--- src/rtl/core_seq.sv ---
// Instruction sequencer for core: drives the 34-bit inst word through one full
// convolution tile (weight/activation fetch, load, execute, drain, accumulate).
module core_seq #(
  parameter int row      = 8,
  parameter int col      = 8,
  parameter int len_nij  = 36,
  parameter int len_kij  = 9,
  parameter int len_onij = 16,
  parameter int w_base   = 1024,
  parameter int gap      = 10
) (
  input  logic        clk,
  input  logic        reset,
  input  logic        start,
  input  logic        ofifo_valid,
  input  logic [10:0] acc_addr,
  output logic [33:0] inst,
  output logic [7:0]  acc_idx,
  output logic        busy,
  output logic        done,
  output logic        out_valid,
  output logic        sfp_clr
);

  localparam logic [33:0] INST_IDLE = 34'h1_800C_0000;

  function automatic int max2(input int a, input int b);
    return (a > b) ? a : b;
  endfunction

  // One phase counter is shared by every state, so it must cover the longest phase.
  localparam int CNT_MAX = max2(max2(max2(col + 1, len_nij + 1), max2(gap, len_kij + 2)), row);
  localparam int CNT_W   = $clog2(CNT_MAX + 1);

  typedef enum logic [3:0] {
    S_IDLE, S_W_L0, S_LOAD, S_GAP, S_X_L0, S_EXEC, S_DRAIN, S_ACC, S_FIN
  } state_t;

  state_t           state;
  logic [CNT_W-1:0] cnt;
  logic [3:0]       kij;
  logic [7:0]       pix;
  logic [10:0]      w_addr;
  logic [10:0]      d_addr;
  logic             w_last;
  logic             x_last;

  assign w_addr = 11'(w_base) + 11'(kij) * 11'(col) + 11'(cnt);
  assign d_addr = 11'(kij) * 11'(len_nij) + 11'(cnt);
  assign w_last = (cnt == CNT_W'(col));
  assign x_last = (cnt == CNT_W'(len_nij));

  function automatic logic [33:0] mk_inst(
    input logic        acc,
    input logic        cen_p,
    input logic        wen_p,
    input logic [10:0] a_p,
    input logic        cen_x,
    input logic        wen_x,
    input logic [10:0] a_x,
    input logic [6:0]  ctl
  );
    return {acc, cen_p, wen_p, a_p, cen_x, wen_x, a_x, ctl};
  endfunction

  // The word issued at each edge is derived from the state held before that edge,
  // so l0_wr naturally trails the xmem read by one cycle.
  always_ff @(posedge clk) begin
    if (reset) begin
      state     <= S_IDLE;
      cnt       <= '0;
      kij       <= '0;
      pix       <= '0;
      inst      <= INST_IDLE;
      acc_idx   <= '0;
      busy      <= 1'b0;
      done      <= 1'b0;
      out_valid <= 1'b0;
      sfp_clr   <= 1'b0;
    end else begin
      inst      <= INST_IDLE;
      done      <= 1'b0;
      out_valid <= 1'b0;
      sfp_clr   <= 1'b0;
      busy      <= (state != S_IDLE) && (state != S_FIN);
      case (state)
        S_IDLE: begin
          if (start) begin
            state <= S_W_L0;
            cnt   <= '0;
            kij   <= '0;
          end
        end
        S_W_L0: begin
          inst <= mk_inst(1'b0, 1'b1, 1'b1, 11'd0, w_last, 1'b1, w_last ? 11'd0 : w_addr,
                          {4'b0000, cnt != '0, 2'b00});
          if (w_last) begin
            state <= S_LOAD;
            cnt   <= '0;
          end else begin
            cnt <= cnt + CNT_W'(1);
          end
        end
        S_LOAD: begin
          inst <= mk_inst(1'b0, 1'b1, 1'b1, 11'd0, 1'b1, 1'b1, 11'd0, 7'b0001001);
          if (cnt == CNT_W'(col - 1)) begin
            state <= S_GAP;
            cnt   <= '0;
          end else begin
            cnt <= cnt + CNT_W'(1);
          end
        end
        S_GAP: begin
          if (cnt == CNT_W'(gap - 1)) begin
            state <= S_X_L0;
            cnt   <= '0;
          end else begin
            cnt <= cnt + CNT_W'(1);
          end
        end
        S_X_L0: begin
          inst <= mk_inst(1'b0, 1'b1, 1'b1, 11'd0, x_last, 1'b1, x_last ? 11'd0 : 11'(cnt),
                          {4'b0000, cnt != '0, 2'b00});
          if (x_last) begin
            state <= S_EXEC;
            cnt   <= '0;
          end else begin
            cnt <= cnt + CNT_W'(1);
          end
        end
        S_EXEC: begin
          inst <= mk_inst(1'b0, 1'b1, 1'b1, 11'd0, 1'b1, 1'b1, 11'd0, 7'b0001010);
          if (cnt == CNT_W'(len_nij - 1)) begin
            state <= S_DRAIN;
            cnt   <= '0;
          end else begin
            cnt <= cnt + CNT_W'(1);
          end
        end
        S_DRAIN: begin
          // Skipping a cycle after each read keeps us from over-reading the OFIFO,
          // whose valid flag reacts one cycle after our registered ofifo_rd.
          if (ofifo_valid && !inst[6]) begin
            inst <= mk_inst(1'b0, 1'b0, 1'b0, d_addr, 1'b1, 1'b1, 11'd0, 7'b1000000);
            if (cnt == CNT_W'(len_nij - 1)) begin
              cnt <= '0;
              if (kij == 4'(len_kij - 1)) begin
                state   <= S_ACC;
                kij     <= '0;
                pix     <= '0;
                acc_idx <= '0;
              end else begin
                state <= S_W_L0;
                kij   <= kij + 4'd1;
              end
            end else begin
              cnt <= cnt + CNT_W'(1);
            end
          end
        end
        S_ACC: begin
          if (cnt < CNT_W'(len_kij)) begin
            inst    <= mk_inst(cnt != '0, 1'b0, 1'b1, acc_addr, 1'b1, 1'b1, 11'd0, 7'b0000000);
            acc_idx <= acc_idx + 8'd1;
          end else if (cnt == CNT_W'(len_kij)) begin
            inst <= mk_inst(1'b1, 1'b1, 1'b1, 11'd0, 1'b1, 1'b1, 11'd0, 7'b0000000);
          end else begin
            out_valid <= 1'b1;
            sfp_clr   <= 1'b1;
          end
          if (cnt == CNT_W'(len_kij + 1)) begin
            cnt <= '0;
            if (pix == 8'(len_onij - 1)) begin
              state <= S_FIN;
            end else begin
              pix <= pix + 8'd1;
            end
          end else begin
            cnt <= cnt + CNT_W'(1);
          end
        end
        S_FIN: begin
          done    <= 1'b1;
          acc_idx <= '0;
          state   <= S_IDLE;
        end
        default: state <= S_IDLE;
      endcase
    end
  end

endmodule

--- config.mk ---
export PLATFORM = sky130hd
export DESIGN_NAME = core_seq
export DESIGN_NICKNAME = d
export VERILOG_FILES = /design/src/rtl/core_seq.sv
export SDC_FILE = /design/constraint.sdc
export NUM_CORES = 1
export LEC_CHECK = 0
export CAP_MARGIN = 20
export CORE_AREA = 3 3 89 91
export DETAILED_ROUTE_END_ITERATION = 6
export DIE_AREA = 0 0 92 94
export DONT_BUFFER_PORTS = 1
export GPL_TIMING_DRIVEN = 0
export PLACE_DENSITY = 0.63
export SLEW_MARGIN = 20
export SYNTH_ARGS = -nofsm -noshare
export SYNTH_HDL_FRONTEND = slang
export SYNTH_SLANG_ARGS = --single-unit
--- constraint.sdc ---
create_clock -name clk -period 2.4 [get_ports clk]
set_input_delay 0.24 -clock clk [delete_from_list [all_inputs] [get_ports clk]]
set_output_delay 0.24 -clock clk [all_outputs]
set_load 0.01 [all_outputs]
# [Word level (Yosys, flattened, before mapping)]
# Cells that the tools add are included.
[op_classes] addsub=7 n_mul=1 n_lt_le_gt_ge=1 n_eq_ne=30 muxes=42 n_bitwise=1 reduce_logical=16
[op_table] op="$pmux W34 S6" count=1
[op_table] op="$mux W34" count=2
[op_table] op="$mux W4" count=14
[op_table] op="$mux W6" count=9
[op_table] op="$mux W8" count=6
[op_table] op="$pmux W6 S8" count=1
[op_table] op="$mux W33" count=1
[op_table] op="$pmux W4 S8" count=1
[op_table] op="$ne A2 B2 Y1 const B" count=13
[op_table] op="$pmux W8 S3" count=1
[op_table] op="$eq A6 B4 Y1 const B" count=3
[op_table] op="$add A8 B1 Y8 const B" count=2
[op_table] op="$eq A4 B3 Y1 const B" count=4
[op_table] op="$pmux W8 S2" count=1
[op_table] op="$eq A6 B6 Y1 const B" count=2
[op_table] op="$add A10 B6 Y11" count=1
[op_table] op="$add A11 B6 Y11" count=1
[op_table] op="$add A11 B7 Y11 const A" count=1
[op_table] op="$mux W11" count=1
[op_table] op="$reduce_and A10 Y1" count=1
[op_table] op="$eq A4 B2 Y1 const B" count=2
[op_table] op="$eq A4 B4 Y1 const B" count=2
[op_table] op="$eq A8 B4 Y1 const B" count=1
[op_table] op="$mul A4 B4 Y8 const B" count=1
[op_table] op="other kinds (23)" count=26
[totals] regBits=67 out_inout_bits=46 elab_cells=107

# [Depth between registers and ports, before layout]
[depth] depth_word=5 mapped_depth=9 depth_no_buf=9

# [Worst setup path after synthesis]
# Ideal clock, no wire load.
[synth_timing] path_type="register to register" from="register cnt[0]" to="register acc_idx[2]" setup_ns=0.078 arrival_ns=1.926 path_slack_ns=0.396 path_stages_with_launch=10 path_buffers=1 period_less_slack_ns=2.004 path_cell_list="dfxtp_1 -> inv_1 -> ha_1 -> nor2b_1 -> o21ai_0 -> nor2_1 -> clkbuf_1 -> o21ai_0 -> nor2_1 -> nor3_1"
[synth_via] elab_chain_len=3
[synth_rtl] item="start, declared" line_no="40" text="logic [CNT_W-1:0] cnt;"
[synth_rtl] item="start signal, assigned" line_no="101" text="cnt <= cnt + CNT_W'(1);"
[synth_rtl] item="start signal, assigned" line_no="110" text="cnt <= cnt + CNT_W'(1);"
[synth_rtl] item="start signal, assigned" line_no="118" text="cnt <= cnt + CNT_W'(1);"
[synth_rtl] item="$lt A6 B4 Y1 / $eq A6 B6 Y1 (equally long branches)" line_no="162, 145"
[synth_rtl] item="$ne A2 B2 Y1 (no source line)"
[synth_rtl] item="$reduce_and A5 Y1 (no source line) (*)"
[synth_rtl] item="end signal, assigned" line_no="164" text="acc_idx <= acc_idx + 8'd1;"
[synth_rtl] item="end, declared" line_no="18" text="output logic [7:0] acc_idx,"
# Every way passes the cells marked *; elsewhere a longest branch is shown, timed or not.
# A chain may end at the register's enable or synchronous reset.

# [Worst setup path in the final report]
[layout_timing] from="register kij[1]" to="register pix[1]"
[layout_via] elab_chain_len=3
[layout_rtl] item="start, declared" line_no="41" text="logic [3:0] kij;"
[layout_rtl] item="start signal, assigned" line_no="154" text="kij <= kij + 4'd1;"
[layout_rtl] item="$eq A4 B4 Y1" line_no="147" text="if (kij == 4'(len_kij - 1)) begin"
[layout_rtl] item="$ne A2 B2 Y1 (no source line)"
[layout_rtl] item="$reduce_and A6 Y1 (no source line)"
[layout_rtl] item="end signal, assigned" line_no="176" text="pix <= pix + 8'd1;"
[layout_rtl] item="end, declared" line_no="42" text="logic [7:0] pix;"
# No other way between the ends.

==> results.ini <==
[outcome]
status = completed

[sta]
setup_viol = 0
rsz0062_at_grt = yes
relSlewSlack_pct = 39.48
hold_viol_final = 0
drv_slew = 0
whs_ns = 0.01699
clock_skew_ns = 0.01430
worstMarginPinSlew_ns = 0.9017
max_clock_freq_mhz = 431.9
period_share_pct = 96.46
timing.final.crit_period_ns = 2.315

[synthesis]
synth_fa_ha_area_share_pct = 8.371
muxShareOfSynthArea_pct = 0.3017
syn_avg_cell_area_um2 = 8.686
synth_edf_count = 0
yosysTopAreaCellShare_pct = 37.41
synth_cell_types = 63
ys_seq_elements = 62
yosys.area_share.simple_pct = 24.66
ys_seq_area_share_pct = 37.41
syn_inst = 382
synth_xor_area_share_pct = 5.807
synth_area_um2 = 3318
yosys-top-cells-area = dfxtp_1 37%, ha_1 7.2%, nor2_1 5.3%, xor2_1 4.0%, a21oi_1 3.5%
yosys.area.top_type = dfxtp_1
yosys_warnings = 0
synth-async-reset-ratio_pct = 0
synth_top_family_by_area = simple AND/OR/NAND/NOR gates
synth-compound-area-share_pct = 17.04
synth_commonest_cells = 62 x dfxtp_1, 47 x nor2_1, 29 x nand2_1
yosysMostFrequentCell = dfxtp_1
synth_flop_cell = dfxtp_1

[min_path]
whs_path_depth = 1
hold_end = inst[6]
worstHoldStart = reset
hold_class = primary input to flop

[detailed_routing]
antenna_left = 0
drt_iter0_markers = 164
wirelength_um = 7963
viasPerCell = 5.522
drt_pass1_iterations = 5
dr_total_vias = 2805
routedWlPerCell_um = 15.68
drc = 0

[grt]
grt_pass1_wl_um = 13190
grt-ovfl-total = 0
grt_max_degree = 11
antenna_found_initial = 0
grt_pass1_vias = 2713
track_usage_pct = 19.35

[floorplan]
rows = 31
die_area_um2 = 8648
start_util_pct = 45.99
num_io_pins = 61
dieHeight_um = 94
die_w_um = 92
core_um2 = 7214

[worst_setup_path]
cp-end-kind = flop
slowest_stage = dfxtp_1
path_cells = inv_1, ha_1, and3b_1, o21ai_1, nor4_4, buf_4, buf_4, a41oi_1, nor2_1
cpPeakStageDelay_ns = 0.53
cp_common_cell = buf_4
cp.required_ns = 2.61
path_delay_family = compound AO/OA/AOI/OAI gates
reg2reg_slack_ns = 0.08
regToRegStartpoint = kij[1]
cp-startpoint = kij[1]
cp.arrival_ns = 2.52
r2r-end = pix[1]
startpoint_type = flop
r2r_cells = 9
path_buf_inv = 3
critPathKind = flop to flop
path_max_fanout = 8

[final_layout]
seq_area_um2 = 1242
n_antenna_cell = 0
fillers = 695
drive_gt1_share_pct = 15.16
area_growth_pct = 14.86
fin_area_um2 = 3811
final_nets = 440
multi_input_area_um2 = 1916

[placed_design]
gp_congestion = 0.9239
port_buffers = 0
dp_hpwl_um = 5772
place_area_um2 = 3453

[power_and_ir_drop]
seq_power_share_pct = 38.2
p_switching_mw = 0.9496
pwr-share-clk_pct = 37.2
leakage_nw = 1.558
power.density_nw_per_um2 = 797.3
p_comb_share_pct = 24.6
intPower_mw = 2.089
netSwitchingFraction_pct = 31.25
ir_worst_vdd_v = 0.0003960

[clock_tree]
clkTransAtPathRegs_ns = 0.07
htree_levels = 3
cts_root_buf = clkbuf_8
clock-sinks = 62
worstSkewPairLatency_ns = 0.35
cts_buffer_depth = 2
numCtsBuffers = 9
cts_tree = yes

[run]
maxCapViolations = 0

-- power groups by stage --
stage	Combinational [mW]	Sequential [mW]	Clock (mW)
finish	0.748	1.16	1.13
global route	0.821	1.17	1.19
CTS	0.727	1.16	1.15
detailed placement	0.717	1.18	0
floorplan	0.560	1.17	0
global placement	0.713	1.18	0
-- worst max-delay path by stage --
stage / slack, ns / cells past startpoint / end
2_1_floorplan: 0.40 / 9 / acc_idx[2]
3_3_place_gp: -0.16 / 9 / acc_idx[2]
3_5_place_dp: -0.21 / 9 / acc_idx[2]
4_1_cts: 0.01 / 7 / pix[7]
5_1_grt: -0.05 / 7 / state[2]
6_report: 0.08 / 9 / pix[1]
-- per-layer routing --
metal | share of wire [%] | GRT usage (%) | vias to the layer above | wire length (µm)
met5 | 0 | 0 | - | 0
met4 | 1.8 | 8.168 | 0 | 141
met3 | 6.9 | 5.449 | 16 | 546
met2 | 46 | 30.47 | 92 | 3698
met1 | 45 | 24.85 | 1307 | 3576
li1 | - | - | 1390 | -
-- metrics by stage --
| stage | power [mW] | setup WS, ns | util (%) | TNS [ns] | instances |
|---|---|---|---|---|---|
| 6_report | 3.039 | 0.08487 | 52.83 | 0 | 508 |
| 2_1_floorplan | 1.730 | 0.3963 | - | 0 | 385 |
| 5_1_grt | 3.183 | -0.05273 | 52.83 | -0.05445 | 508 |
| 3_5_place_dp | 1.900 | -0.2106 | 47.87 | -0.6788 | 484 |
| 4_1_cts | 3.041 | 0.01363 | 52.01 | 0 | 504 |
| 3_3_place_gp | 1.895 | -0.1606 | 47.87 | -0.4091 | 484 |
-- sequential cells by signal, summed over array words and instances, names as in the netlist --
register,cells
cnt,6
busy,1
acc_idx,8
done,1
pix,8
kij,4
inst,29
state,4
sfp_clr,1
-- worst reg2reg max path: cells and delay by family, from the launching register on --
family                     cells  cell delay, ns
AOI/OAI and AO/OA              2            0.56
DFF                            1            0.53
buffers and inverters          3            0.51
and+or+nand+nor                3            0.36
adders and majority gates      1            0.23
-- cell usage in the layout, fill, tap and decap left out, types with 8 or more instances in the layout --
cell type	instances
dfxtp_1	61
nor2_1	47
nand2_1	29
a21oi_1	23
ha_1	18
o21ai_0	16
nor3_1	15
xor2_1	15
clkbuf_8	14
inv_1	13
and3_1	10
buf_4	10
clkbuf_1	9
buf_2	8
-- layout make-up --
class / count / area share, %
Tap cell: 99 / 3.250
Clock buffer: 14 / 5.056
Timing Repair Buffer: 8 / 1.838
Multi-Input combinational cell: 283 / 50.26
Buffer: 27 / 4.137
Inverter: 13 / 1.280
Sequential cell: 62 / 32.60
Clock inverter: 2 / 1.576
-- timing repair --
item                                    CTS  global route
hold endpoints to repair                  4             0
pin swaps                                 0             1
gates resized for setup                   3            10
setup buffers                             0             4
hold buffers                              4             0
endpoints found under the setup margin   10            21
-- logic make-up after synthesis --
group | count (synthesis)
other cells | 2
compound gates | 84
buf+inv | 40
simple gates | 150
xor+xnor | 22
mux | 1
flops | 62
fa+ha+maj | 21
Power figures use the tool's default switching activity.
